## src/rtl/branch_unit_pkg.sv

```systemverilog
// Core-wide B-type decode constants shared by the branch resolver and PC-select logic.
// Holds funct3 encodings plus a reserved-encoding helper.
package branch_unit_pkg;

    typedef logic [2:0] funct3_t;

    localparam funct3_t F3_BEQ  = 3'b000;
    localparam funct3_t F3_BNE  = 3'b001;
    localparam funct3_t F3_BLT  = 3'b100;
    localparam funct3_t F3_BGE  = 3'b101;
    localparam funct3_t F3_BLTU = 3'b110;
    localparam funct3_t F3_BGEU = 3'b111;

    // 010 and 011 are the only B-type funct3 values RV32I leaves unassigned.
    function automatic logic is_reserved_f3(input funct3_t f3);
        return (f3[2:1] == 2'b01);
    endfunction

endpackage : branch_unit_pkg

```

## src/rtl/branch_unit_sat_counter.sv

```systemverilog
// Saturating up-counter: sticks at all-ones, synchronous active-high clear.
// One-cycle latency from inc to cnt; no backpressure, inc is sampled every edge.
module sat_counter #(
    parameter int W = 32
) (
    input  logic         clk,
    input  logic         rst,
    input  logic         inc,
    output logic [W-1:0] cnt
);

    logic [W-1:0] cnt_q;
    logic [W-1:0] cnt_d;

    always_comb begin
        cnt_d = cnt_q;
        if (inc && (cnt_q != {W{1'b1}})) begin
            cnt_d = cnt_q + {{(W-1){1'b0}}, 1'b1};
        end
    end

    always_ff @(posedge clk) begin
        if (rst) begin
            cnt_q <= '0;
        end else begin
            cnt_q <= cnt_d;
        end
    end

    assign cnt = cnt_q;

endmodule : sat_counter

```

## src/rtl/branch_unit.sv

```systemverilog
// Resolves B-type branch direction from funct3 and comparator flags (0-cycle taken/illegal);
// registered copies and taken/not-taken statistics update 1 cycle after br_valid, no backpressure.
module branch_unit
    import branch_unit_pkg::*;
#(
    parameter int CNT_W = 32
) (
    input  logic             clk,
    input  logic             rst,
    input  logic [2:0]       funct3,
    input  logic             eq,
    input  logic             ge,
    input  logic             less,
    input  logic             ge_u,
    input  logic             less_u,
    input  logic             br_valid,
    output logic             taken,
    output logic             illegal,
    output logic             taken_q,
    output logic             illegal_q,
    output logic [CNT_W-1:0] taken_cnt,
    output logic [CNT_W-1:0] not_taken_cnt
);

    logic taken_d;
    logic illegal_d;
    logic tk_inc;
    logic nt_inc;

    // Mux form: only the selected flag reaches taken, so unused flags may float.
    always_comb begin
        taken_d = 1'b0;
        case (funct3)
            F3_BEQ:  taken_d = eq;
            F3_BNE:  taken_d = ~eq;
            F3_BLT:  taken_d = less;
            F3_BGE:  taken_d = ge;
            F3_BLTU: taken_d = less_u;
            F3_BGEU: taken_d = ge_u;
            default: taken_d = 1'b0;
        endcase
    end

    assign illegal_d = is_reserved_f3(funct3);
    assign taken     = taken_d;
    assign illegal   = illegal_d;

    always_ff @(posedge clk) begin
        if (rst) begin
            taken_q   <= 1'b0;
            illegal_q <= 1'b0;
        end else if (br_valid) begin
            taken_q   <= taken_d;
            illegal_q <= illegal_d;
        end
    end

    assign tk_inc = br_valid & taken_d;
    assign nt_inc = br_valid & ~taken_d & ~illegal_d;

    sat_counter #(.W(CNT_W)) u_taken_cnt (
        .clk (clk),
        .rst (rst),
        .inc (tk_inc),
        .cnt (taken_cnt)
    );

    sat_counter #(.W(CNT_W)) u_not_taken_cnt (
        .clk (clk),
        .rst (rst),
        .inc (nt_inc),
        .cnt (not_taken_cnt)
    );

endmodule : branch_unit

```

## config.mk

```make
export PLATFORM = sky130hd
export DESIGN_NAME = branch_unit
export DESIGN_NICKNAME = d
export VERILOG_FILES = /design/src/rtl/branch_unit_pkg.sv /design/src/rtl/branch_unit_sat_counter.sv /design/src/rtl/branch_unit.sv
export SDC_FILE = /design/constraint.sdc
export NUM_CORES = 1
export LEC_CHECK = 0
export ABC_AREA = 1
export ABC_CLOCK_PERIOD_IN_PS = 1790
export CAP_MARGIN = 20
export CORE_AREA = 5 5 117 119
export CTS_BUF_LIST = sky130_fd_sc_hd__clkbuf_8
export CTS_CLUSTER_DIAMETER = 150
export DETAILED_ROUTE_END_ITERATION = 10
export DIE_AREA = 0 0 122 124
export PLACE_DENSITY = 0.56
export SYNTH_ARGS = -nofsm -noshare
export SYNTH_HDL_FRONTEND = slang
export SYNTH_HIERARCHICAL = 1
export SYNTH_SLANG_ARGS = --single-unit
```

## constraint.sdc

```tcl
create_clock -name clk -period 1.79 [get_ports clk]
set_input_delay 0.2685 -clock clk [delete_from_list [all_inputs] [get_ports clk]]
set_output_delay 0.2685 -clock clk [all_outputs]
set_load 0.01 [all_outputs]
```

Yosys cells after proc, flatten, opt, wreduce, memory -nomap -nowiden
Cells that the tools add are included.
Storage, ports and cells
  register bits after elaboration: 66
  input bits: 11
  output and inout port bits: 68
  word-level logic and storage cells: 24
Cells by class
  add/subtract/negate cells: 2
  equality and inequality tests: 8
  multiplexer cells: 1
  bitwise logic cells: 6
  reductions and logical operators: 3
Operators by type and width (count)
  adder 32 x 1 -> 32 bit, second input constant: 2
  != test 32 bit, second input constant: 2
  equality test 3 bit, second input constant: 4
  case mux 1 bit (6 select lines): 1
  bitwise AND 1 bit: 3
  equality test 3 x 1 -> 1 bit, second input constant: 1
  logical NOT 3 bit: 1
  NOT 1 bit: 3
  equality test 2 x 1 -> 1 bit, second input constant: 1
  logical AND 1 bit: 2

Depth between registers and ports, before layout
Gate-level depths: netlist (run 1).
  depth in word-level cells: 6
  mapped depth: 16
  gate-level depth less buffers: 16

Cells and area by module
The synthesis (run 1) kept the hierarchy.
By module, submodules not included
  sat_counter: instances 2, cells an instance 324, area each 2062.0 sq um, seq. area each 640.6 sq um
  branch_unit: instances 1, cells an instance 33, area each 181.4 sq um, seq. area each 40.0 sq um

Least setup slack after synthesis (run 1)
No wires, ideal clock.
  path kind: input-to-reg
  start point: input port funct3[0]
  end point: register u_not_taken_cnt.cnt_q[25] (netlist: u_not_taken_cnt/cnt[25])
  library setup time: 115 ps
  arrival time: 1682 ps
  data required time: 1675 ps
  setup slack: -7 ps
  stages: 13
  cell sequence: or2_1 nand4_2 nand3_2 nor2_1 inv_2 nor2_1 nand2_1 inv_2 nand2_1 nor2_1 nand3_1 nand2_1 nor2_1
On the way
  word-level cells in the longest chain between the ends: 6
  elaborated cells on any way between the ends: 11
  those cells by class: eq/ne: 5; mux: 1; bitwise: 3; reduce/logical: 2
RTL lines
  start: declaration: RTL line branch_unit.sv:10  | input logic [2:0] funct3,
  equality test 3 bit, or another cell as far along: RTL line branch_unit.sv:33  | case (funct3)
  case mux 1 bit (6 select lines) *: RTL line branch_unit.sv:33
  NOT 1 bit *: RTL line branch_unit.sv:59  | assign nt_inc = br_valid & ~taken_d & ~illegal_d;
  bitwise AND 1 bit * (2 in series): RTL line branch_unit.sv:59
  net nt_inc: RTL line branch_unit.sv:28  | logic nt_inc;
  logical AND 1 bit *: RTL line branch_unit_sat_counter.sv:17  | if (inc && (cnt_q != {W{1'b1}})) begin
  end signal: assignment: RTL line branch_unit_sat_counter.sv:26  | cnt_q <= cnt_d;
  end: declaration: RTL line branch_unit_sat_counter.sv:12  | logic [W-1:0] cnt_q;
Mark *: on every way through the listed nets, which the timed path passes. The rest lies on a longest branch.
A chain may end at the register's enable or synchronous reset.

Worst setup path in the final report (run 1)
  start point: register u_not_taken_cnt.cnt_q[0] (netlist: u_not_taken_cnt/cnt[0])
  end point: register u_not_taken_cnt.cnt_q[27] (netlist: u_not_taken_cnt/cnt[27])
On the way
  word-level cells in the longest chain between the ends: 2
  elaborated cells on any way between the ends: 3
  those cells by class: add/sub: 1; eq/ne: 1; reduce/logical: 1
RTL lines
  parallel branches: the longest is 2 deep, another holds adder 32 x 1 -> 32 bit
Several ways; the timed one is not identified.

==> results.txt, run 1 <==
Die H - 124 microns
Syn Inst Count - 681
Combinational Power Share - 0.084
Register area - 0.00133 sq mm
Pre-antenna DRT Iters - 5
Detailed Place HPWL - 10100 microns
Overall via count from detail_route - 4816
Max-slew violation count - 0
Ant diodes - 0
Worst Hold Class - in2reg
Layout cells sized above 1 - 0.220
Clock tree sinks - 66
Number of global-route vias before repair - 4383
Switch share - 0.248
Row cnt - 41
H-tree levels - 3
Remaining Overflow, GRT - 0
Critical path launch point type - flip-flop
Via/cell ratio - 4.84
Final Hold Fails - 0
Setup ws final - 0.102 ns
Clk_skew - 0.00614 ns
Psw - 0.000735 W
First-pass GRT wire length - 21500 microns
I/O Pins - 79
Clock buffer depth - 2
Crit path max fanout - 14
Die area - 0.0151 sq mm
CTS tree - built
Crit path arrival time - 1.94 ns
DRC errors left - 0
Clk_lat worst skew - 0.35 ns
Post-Syn Area - 0.00431 sq mm
P_int - 0.00223 W
CTS Root Cell - clkbuf_8
Fillers - 1253
Final setup vio count - 0
Worst Setup End Kind - flip-flop
Final Util - 0.489
Required time of the critical path - 2.04 ns
Synth Warn # - 6
Synth cell types - 27
Clock-pin slew on the worst setup and hold paths - 0.07 ns
Sequential group share of total power - 0.499
Clock power frac - 0.417
Post-Syn Nets - 694
Achievable frequency - 592 MHz
Initial DRC Count - 304
Worst hold margin - 0.418 ns
Crit share post-route - 0.943
Pre-CTS WS - -0.672 ns
Rel. slew slack - 0.652
GR Util All Layers - 0.179
PortBufs - 78
Starting Density - 0.345
CTS buffer count - 9
Largest net degree at the start of global routing - 29
Mean routed wirelength per cell - 13.3 microns
Worst Tran Pin Value - 0.522 ns
Final ANT Viol Nets - 0
Hold_buf cts - 0
Leakage - 2.65 nW
Core area - 0.0125 sq mm
Non-filler instance count after layout - 995
PD cells - 487 mW/mm^2
Initial antenna violation count - 0
P&R area growth vs syn - 41.5%
Synth Area per Inst - 6.32 sq um
Flop and latch count out of synthesis - 66
Outcome - finished clean
Maxcap violations - 0
Die Wd - 122 microns
Peak supply drop - 0.236 mV
Tmin final - 1.69 ns
Sequential cell area fraction in the yosys report - 0.307
Placed instance count - 971
RD Place Congestion - 0.908
Worst setup path class - reg2reg
Final Power - 0.00297 W
Routed WL - 13300 microns
Footprint of the multi-input gates - 0.00278 sq mm
Layout Nets - 832
[registers in the layout, indices dropped and copies added (netlist names)]
register,count
illegal_q,1
u_taken_cnt/cnt,32
u_not_taken_cnt/cnt,32
taken_q,1
[worst paths after layout]
path	slack (ns)	start	to	cells past startpoint
setup reg to reg	0.10	u_not_taken_cnt/cnt[0]$_SDFFE_PP0P_	u_not_taken_cnt/cnt[27]$_SDFFE_PP0P_	11
setup / recovery	0.10	u_not_taken_cnt/cnt[0]$_SDFFE_PP0P_	u_not_taken_cnt/cnt[27]$_SDFFE_PP0P_	11
hold reg to reg	0.49	illegal_q$_SDFFE_PP0P_	illegal_q$_SDFFE_PP0P_	2
hold / removal	0.42	funct3[2]	illegal_q$_SDFFE_PP0P_	5
[synthesized netlist by cell type]
| cell type | count | area, sq um |
|---|---|---|
| a21oi_1 | 38 | 190 |
| a21oi_2 | 2 | 17.5 |
| a31oi_1 | 10 | 62.6 |
| and2_1 | 2 | 12.5 |
| buf_1 | 2 | 7.51 |
| buf_2 | 4 | 20.0 |
| buf_6 | 10 | 113 |
| clkinv_1 | 2 | 7.51 |
| dfxtp_1 | 66 | 1320 |
| ha_1 | 2 | 25.0 |
| inv_1 | 65 | 244 |
| inv_2 | 6 | 22.5 |
| nand2_1 | 186 | 698 |
| nand2_2 | 13 | 81.3 |
| nand2_4 | 6 | 67.6 |
| nand3_1 | 50 | 250 |
| nand3_2 | 15 | 150 |
| nand3b_1 | 2 | 15.0 |
| nand4_1 | 24 | 150 |
| nand4_2 | 5 | 62.6 |
| nor2_1 | 140 | 526 |
| nor2_2 | 12 | 75.1 |
| nor2_4 | 8 | 90.1 |
| nor2_8 | 2 | 40.0 |
| nor3_1 | 6 | 30.0 |
| nor3_2 | 2 | 20.0 |
| or2_1 | 1 | 6.26 |
[placed cells by master, fill, tap and decap left out, drive strengths merged, types with 3 or more instances in the layout]
cell	instances
dfxtp	66
nand2	205
nor3	8
dlymetal6s2s	5
a21oi	40
nor2	162
dlygate4sd2	3
inv	71
clkbuf	15
clkinv	4
a31oi	10
clkdlybuf4s50	68
buf	65
nand4	29
nand3	65
[area by class of cell]
cell class                      instances  area share
Clock inverter                          2     0.00164
Clock buffer                           13      0.0294
Timing Repair Buffer                  143       0.215
Sequential cell                        66       0.218
Inverter                               73      0.0454
Multi-Input combinational cell        526       0.455
Tap cell                              172      0.0353
[power groups by stage]
| stage | registers, W | clock network [W] | logic (W) |
|---|---|---|---|
| after floorplan | 0.00152 | 0 | 0.0000979 |
| after global placement | 0.00151 | 0 | 0.000217 |
| after detailed placement | 0.00151 | 0 | 0.000222 |
| after CTS | 0.00148 | 0.00128 | 0.000233 |
| after global routing | 0.00148 | 0.00136 | 0.000275 |
| final | 0.00148 | 0.00124 | 0.000250 |
[logic make-up (layout without fill, tap and decap cells)]
family,count (synthesis),after routing,synth area share
simple gates,474,474,0.528
flops,66,66,0.307
fa+ha+maj,2,2,0.00581
buf+inv,89,231,0.0962
compound gates,50,50,0.0628
[critical path: stages (launching register included)]
cell and delay [ns]:
dfxtp_1 0.35, ha_2 0.21, inv_1 0.07, nor2_4 0.14, nand2_4 0.11, nor2_8 0.16, nand2_8 0.12, buf_4 0.20
nand3_2 0.07, nand2_1 0.05, nand2_1 0.05, nor2_1 0.04
[stage by stage]
step / setup TNS [ns] / area (sq um)
3_5_place_dp: -28.31 / 5610
5_1_grt: -0.0306 / 6090
3_3_place_gp: -25.62 / 5610
6_report: 0 / 6090
4_1_cts: -0.00514 / 5910
2_1_floorplan: 0 / 4310
[what timing repair did]
item / 4_1_cts / 5_1_grt
setup endpoints to repair: 42 / 56
resized for setup: 28 / 42
buffers inserted: 3 / 6
pin swaps: 8 / 26
[metal layers]
metal / up-vias / track usage / share of wire
li1: 2451 / - / -
met1: 2226 / 0.228 / 0.45
met2: 126 / 0.305 / 0.49
met3: 13 / 0.0413 / 0.049
met4: 0 / 0.0490 / 0.012
met5: - / 0 / 0
Power figures use the tool's default switching activity.
==> inputs of run 2 (changes only) <==
--- a/config.mk
+++ b/config.mk
@@ -5,15 +5,15 @@
 export SDC_FILE = /design/constraint.sdc
 export NUM_CORES = 1
 export LEC_CHECK = 0
-export ABC_AREA = 1
 export ABC_CLOCK_PERIOD_IN_PS = 1790
 export CAP_MARGIN = 20
-export CORE_AREA = 5 5 117 119
+export CORE_AREA = 5 5 107 109
 export CTS_BUF_LIST = sky130_fd_sc_hd__clkbuf_8
 export CTS_CLUSTER_DIAMETER = 150
 export DETAILED_ROUTE_END_ITERATION = 10
-export DIE_AREA = 0 0 122 124
-export PLACE_DENSITY = 0.56
+export DIE_AREA = 0 0 112 114
+export DONT_BUFFER_PORTS = 1
+export PLACE_DENSITY = 0.47
 export SYNTH_ARGS = -nofsm -noshare
 export SYNTH_HDL_FRONTEND = slang
 export SYNTH_HIERARCHICAL = 1
==> results.txt, run 2 <==
Max-slew violation count - 0 (unchanged)
Die Wd - 112 microns (-8.2%)
Outcome - finished, violations left
Number of global-route vias before repair - 3842 (-12%)
Synth top area share - 0.376 (+0.0690)
Most common library cells after synthesis - 66 x dfxtp_1, 44 x a21oi_1, 31 x nor2_1
Core area - 0.0105 sq mm (-16%)
Placed instance count - 682 (-30%)
Worst Tran Pin Value - 0.361 ns (-0.161 ns)
I/O Pins - 79 (unchanged)
Largest cells by area after synthesis - dfxtp_1 38%, a21oi_1 6.3%, o31ai_1 5.1%, or4_1 5.1%, nand3_1 3.8%
Critical path launch point type - input pin
Tmin final - 1.96 ns (+0.273 ns)
Worst Setup End Kind - flip-flop
Syn Inst Count - 417 (-39%)
Clock tree sinks - 66 (unchanged)
CTS Root Cell - clkbuf_8
Synth cell types - 43 (+59%)
Final ANT Viol Nets - 0 (unchanged)
GR Util All Layers - 0.180 (+0.000516)
Layout cells sized above 1 - 0.603 (+0.383)
Final Util - 0.578 (+0.0894)
Row cnt - 38 (-7.3%)
DRC errors left - 0 (unchanged)
Hold_buf cts - 2 (+2)
Clock-pin slew on the worst setup and hold paths - 0.08 ns (about the same)
Final setup vio count - 50 (+50)
Crit share post-route - 1.10 (+0.152)
Cell family with the largest share of critical-path delay - simple AND/OR/NAND/NOR gates
Pre-CTS WS - -0.518 ns (+0.154 ns)
Clock buffer depth - 2 (unchanged)
Post-synth ARST share - 0 (unchanged)
P&R area growth vs syn - 72.9%
Achievable frequency - 510 MHz (-14%)
RD Place Congestion - 0.774 (-15%)
Worst path max stage delay - 0.48 ns (+0.13 ns)
WP buf/inv - 5 (+3)
Most frequent cells in the layout - 143 x buf_4, 31 x dfxtp_2, 29 x nor2_1
Overall via count from detail_route - 3937 (-18%)
Synth Area per Inst - 8.43 sq um (+33%)
Clk_lat worst skew - 0.35 ns (about the same)
Final Cell Area - 0.00608 sq mm (-0.29%)
Post-Syn Area - 0.00351 sq mm (-18%)
Initial antenna violation count - 0 (unchanged)
Required time of the critical path - 2.08 ns (+0.04 ns)
Layout Nets - 598 (-28%)
Largest net degree at the start of global routing - 73 (+150%)
Placed inst area - 0.00503 sq mm (-10%)
Starting Density - 0.334 (-0.0109)
Crit path arrival time - 2.25 ns (+0.31 ns)
Via/cell ratio - 5.39 (+11%)
Slowest CP cell - or4_4
Worst setup path class - in2reg
Synth Warn # - 6 (unchanged)
First-pass GRT wire length - 18900 microns (-12%)
Maxcap violations - 0 (unchanged)
Ant diodes - 0 (unchanged)
Rel. slew slack - 0.757 (+0.106)
Most common cell in the netlist - dfxtp_1
Sequential cell area fraction in the yosys report - 0.376 (+0.0690)
Flop and latch count out of synthesis - 66 (unchanged)
Non-filler instance count after layout - 730 (-27%)
Initial DRC Count - 144 (-53%)
Critical path cell sequence - nor2b_4, a32oi_4, buf_4, buf_6, a21boi_4, nand4_1, buf_6, nor4_4, buf_4, buf_6, nand3_4, or4_4, a21oi_2
Die H - 114 microns (-8.1%)
EDFF count, synth - 0 (unchanged)
Failing checks - hold timing, setup timing
Detailed Place HPWL - 8340 microns (-17%)
Synth area leader - dfxtp_1
Die area - 0.0128 sq mm (-16%)
Leakage - 2.26 nW (-15%)
PD cells - 474 mW/mm^2 (-2.7%)
Crit path max fanout - 3 (-11)
H-tree levels - 3 (unchanged)
Peak supply drop - 0.377 mV (+60%)
Worst hold margin - -0.0149 ns (-0.433 ns)
Ys flop type - dfxtp_1
Remaining Overflow, GRT - 0 (unchanged)
Setup ws final - -0.171 ns (-0.273 ns)
CTS tree - built
Pre-antenna DRT Iters - 4 (-1)
Final Power - 0.00288 W (-3.0%)
Routed WL - 12100 microns (-8.9%)
Clk_skew - 0.0128 ns (+0.00665 ns)
Mean routed wirelength per cell - 16.6 microns (+24%)
CP dominant cell by count - buf_6
PortBufs - 0 (-100%)
CTS buffer count - 9 (unchanged)
Post-Syn Nets - 430 (-38%)
Worst Hold Class - in2reg
RSZ-0062 raised after global routing - yes
Final Hold Fails - 9 (+9)
Commonest non-fill, non-tap cell in the layout - buf_4
==> run 2: worst reg2reg max path, cell delays in order, from the launching register on <==
cell and delay (ns):
dfxtp_4 0.34, and3_4 0.18, or3b_4 0.40, buf_6 0.15
nor4_4 0.25, buf_6 0.17, nor3b_2 0.05, mux2_4 0.29
==> run 2: final timing paths <==
| kind | start | to | slack [ns] | cells after the start |
|---|---|---|---|---|
| setup / recovery | funct3[0] | u_taken_cnt/cnt[27]$_SDFFE_PP0P_ | -0.17 | 13 |
| setup reg to reg | u_not_taken_cnt/cnt[22]$_SDFFE_PP0P_ | u_not_taken_cnt/cnt[21]$_SDFFE_PP0P_ | -0.16 | 7 |
| hold / removal | rst | u_not_taken_cnt/cnt[4]$_SDFFE_PP0P_ | -0.01 | 1 |
| hold reg to reg | u_not_taken_cnt/cnt[11]$_SDFFE_PP0P_ | u_not_taken_cnt/cnt[11]$_SDFFE_PP0P_ | 0.59 | 3 |
==> run 2: cell type report <==
cell class,count,area (sq um)
inverter,4,15.0
fill,954,4430
tap,140,175
timing repair buffer,179,1520
sequential,66,1390
multi-input combinational,325,2780
clock inverter,6,51.3
clock buffer,10,138
==> run 2: through the flow <==
stage | setup TNS [ns] | hold slack, ns
after floorplan | -7.55 | 0.341
after global placement | -14.24 | 0.338
after detailed placement | -15.86 | 0.340
after CTS | -2.46 | -0.0370
after global routing | -7.79 | -0.0494
final | -3.94 | -0.0149
==> run 2: metal layers <==
metal  vias up  routed length (microns)  global-route usage
li1       1940                        -                   -
met1      1915                     4820               0.206
met2        71                     6560               0.330
met3        11                      587              0.0504
met4         0                      142              0.0457
met5         -                        0                   0
==> run 2: timing repair <==
| action | 4_1_cts | 5_1_grt |
|---|---|---|
| setup buffers | 15 | 14 |
| setup endpoints to repair | 43 | 59 |
| gates resized for setup | 37 | 119 |
| pin swaps | 22 | 71 |
| endpoints found under the hold margin | 60 | 58 |
| cloned | 1 | 1 |
==> run 2: cells by family (layout without fill, tap and decap cells) <==
| group | count (synthesis) | in the layout | synth area share |
|---|---|---|---|
| buffers and inverters | 26 | 199 | 0.0299 |
| adders and majority gates | 2 | 2 | 0.00712 |
| xor gates and xnor gates | 14 | 14 | 0.0349 |
| DFF | 66 | 66 | 0.376 |
| muxes | 9 | 9 | 0.0288 |
| and+or+nand+nor | 199 | 199 | 0.335 |
| AOI/OAI and AO/OA | 101 | 101 | 0.189 |
==> run 2: where the power goes <==
group | switching (W) | internal, W | total (W)
combinational | 0.0000639 | 0.0000840 | 0.000148
sequential | 0.00000943 | 0.00146 | 0.00147
clock | 0.000595 | 0.000663 | 0.00126
==> inputs of run 3 (changes only) <==
--- a/config.mk
+++ b/config.mk
@@ -6,7 +6,6 @@
 export NUM_CORES = 1
 export LEC_CHECK = 0
 export ABC_CLOCK_PERIOD_IN_PS = 1790
-export CAP_MARGIN = 20
 export CORE_AREA = 5 5 107 109
 export CTS_BUF_LIST = sky130_fd_sc_hd__clkbuf_8
 export CTS_CLUSTER_DIAMETER = 150
@@ -18,3 +17,4 @@
 export SYNTH_HDL_FRONTEND = slang
 export SYNTH_HIERARCHICAL = 1
 export SYNTH_SLANG_ARGS = --single-unit
+export TNS_END_PERCENT = 5
==> results.txt, run 3 (synthesized netlist as in run 2, its figures left out) <==
Critical path cell sequence - mux2_4, a32oi_4, and3_4, buf_4, buf_12, nand3_2, or3_4, or4_4, a21oi_2
Number of global-route vias before repair - 3832 (-0.26%)
Clock tree sinks - 66 (unchanged)
Via/cell ratio - 5.42 (+0.52%)
Mean routed wirelength per cell - 16.0 microns (-3.8%)
Worst Setup End Kind - flip-flop
H-tree levels - 3 (unchanged)
Worst setup path class - in2reg
Starting Density - 0.334 (unchanged)
DRC errors left - 0 (unchanged)
Crit path max fanout - 5 (+2)
Critical path launch point type - input pin
Fillers - 1031 (+8.1%)
Worst path depth - 9 (-4)
Detailed Place HPWL - 8330 microns (-0.15%)
Max-slew violation count - 0 (unchanged)
Achievable frequency - 498 MHz (-2.4%)
First-pass GRT wire length - 18700 microns (-0.99%)
Sequential group share of total power - 0.470 (-0.042)
RSZ-0062 raised after global routing - yes
Clk_skew - 0.00675 ns (-0.00603 ns)
RD Place Congestion - 0.766 (-1.1%)
Core area - 0.0105 sq mm (unchanged)
Die area - 0.0128 sq mm (unchanged)
Clk_lat worst skew - 0.35 ns (about the same)
Combinational Power Share - 0.041 (-0.010)
Clock-pin slew on the worst setup and hold paths - 0.08 ns (about the same)
Failing checks - hold timing, setup timing
Pre-CTS WS - -0.574 ns (-0.0564 ns)
Most frequent cells in the layout - 134 x buf_4, 52 x dfxtp_1, 38 x a21oi_1
Required time of the critical path - 2.08 ns (about the same)
Crit share post-route - 1.12 (+0.0264)
Non-filler instance count after layout - 703 (-3.7%)
CTS Root Cell - clkbuf_8
Ant diodes - 0 (unchanged)
PD cells - 591 mW/mm^2 (+25%)
Die Wd - 112 microns (unchanged)
CP endpoint - u_not_taken_cnt/cnt[30]$_SDFFE_PP0P_
Peak supply drop - 0.328 mV (-13%)
Commonest non-fill, non-tap cell in the layout - buf_4
Initial antenna violation count - 0 (unchanged)
Worst Tran Pin Value - 0.445 ns (+0.0845 ns)
Initial DRC Count - 210 (+46%)
Worst path max stage delay - 0.49 ns (about the same)
WP buf/inv - 2 (-3)
Setup ws final - -0.218 ns (-0.0473 ns)
Tmin final - 2.01 ns (+0.0473 ns)
Remaining Overflow, GRT - 0 (unchanged)
Rel. slew slack - 0.702 (-0.0554)
Largest net degree at the start of global routing - 73 (unchanged)
R2R depth - 5 (-2)
Overall via count from detail_route - 3811 (-3.2%)
Die H - 114 microns (unchanged)
Maxcap violations - 0 (unchanged)
I/O Pins - 79 (unchanged)
Reg-to-reg endpoint - u_not_taken_cnt/cnt[30]$_SDFFE_PP0P_
Routed WL - 11200 microns (-7.4%)
Layout Nets - 571 (-4.5%)
Final ANT Viol Nets - 0 (unchanged)
Leakage - 1.98 nW (-13%)
Layout cells sized above 1 - 0.426 (-0.177)
Final setup vio count - 30 (-40%)
Final Hold Fails - 22 (+13)
Worst Hold Class - in2reg
Psw - 0.000681 W (+1.9%)
Final Power - 0.00316 W (+9.6%)
CTS tree - built
Placed instance count - 680 (-0.29%)
PortBufs - 0 (unchanged)
Clock power frac - 0.488 (+0.051)
P_int - 0.00247 W (+12%)
Worst hold margin - -0.0218 ns (-0.00686 ns)
Crit. Startpoint - funct3[2]
Clock buffer depth - 2 (unchanged)
Reg2reg start - u_not_taken_cnt/cnt[21]$_SDFFE_PP0P_
P&R area growth vs syn - 51.9%
Hold_buf cts - 2 (unchanged)
Switch share - 0.216 (-0.0162)
Pre-antenna DRT Iters - 4 (unchanged)
Outcome - finished, violations left
Cell family with the largest share of critical-path delay - simple AND/OR/NAND/NOR gates
Row cnt - 38 (unchanged)
GR Util All Layers - 0.178 (-0.00123)
Crit path arrival time - 2.30 ns (+0.05 ns)
R2R Setup Slk - -0.20 ns (-0.04 ns)
CTS buffer count - 9 (unchanged)
Slowest CP cell - or4_4
==> run 3: changes by cell type in the layout (fill, tap and decap cells not counted), sizes merged <==
cell	delta
clkinv	+2
clkbuf	-1
buf	-28
inv	-3
clkdlybuf4s15	+1
bufinv	+2
==> run 3: how the worst min path moves through the flow <==
stage | startpoint | to | slack [ns] | depth (start not counted)
after floorplan | rst | taken_q$_SDFFE_PP0P_ | 0.34 | 1
after global placement | rst | u_not_taken_cnt/cnt[4]$_SDFFE_PP0P_ | 0.35 | 1
after detailed placement | rst | u_taken_cnt/cnt[11]$_SDFFE_PP0P_ | 0.35 | 1
after CTS | rst | u_taken_cnt/cnt[11]$_SDFFE_PP0P_ | -0.05 | 1
after global routing | rst | u_not_taken_cnt/cnt[14]$_SDFFE_PP0P_ | -0.06 | 1
final | rst | u_not_taken_cnt/cnt[14]$_SDFFE_PP0P_ | -0.02 | 1
==> run 3: layout make-up <==
cell class	count	area, sq um	share of cell area
Clock buffer	9	124	0.0232
Clock inverter	7	118	0.0220
Inverter	4	15.0	0.00281
Multi-Input combinational cell	325	2340	0.438
Sequential cell	66	1340	0.251
Tap cell	140	175	0.0328
Timing Repair Buffer	152	1230	0.231
==> run 3: routing by layer <==
metal | vias to the layer above | track usage | wire length [microns]
li1 | 1887 | - | -
met1 | 1831 | 0.206 | 4680
met2 | 76 | 0.315 | 5640
met3 | 17 | 0.0472 | 678
met4 | 0 | 0.0713 | 210
met5 | - | 0 | 0
==> run 3: power groups by stage <==
| stage | registers, W | logic (W) | clock network [W] |
|---|---|---|---|
| 2_1_floorplan | 0.00152 | 0.0000832 | 0 |
| 6_report | 0.00148 | 0.000130 | 0.00154 |
| 3_5_place_dp | 0.00152 | 0.000116 | 0 |
| 3_3_place_gp | 0.00152 | 0.000113 | 0 |
| 5_1_grt | 0.00148 | 0.000142 | 0.00166 |
| 4_1_cts | 0.00148 | 0.000122 | 0.00160 |
==> run 3: through the flow <==
step	area (sq um)	utilization	setup TNS, ns
5_1_grt	5340	0.508	-6.30
3_3_place_gp	4780	0.455	-17.58
3_5_place_dp	4780	0.455	-19.21
6_report	5340	0.508	-2.78
2_1_floorplan	3560	-	-16.04
4_1_cts	5170	0.492	-3.68
==> run 3: repair_timing <==
action / 4_1_cts / 5_1_grt
pin swaps: 22 / 11
setup buffers: 2 / 2
gates resized for setup: 34 / 38
gates cloned: 0 / 1
endpoints found under the setup margin: 56 / 62
endpoints found under the hold margin: 60 / 58
==> run 3: worst register-to-register path: stages, from the launching register on <==
cell,delay [ns]
dfxtp_2,0.34
and3_4,0.18
or3b_4,0.42
or3_4,0.36
or4_4,0.49
a21oi_2,0.13
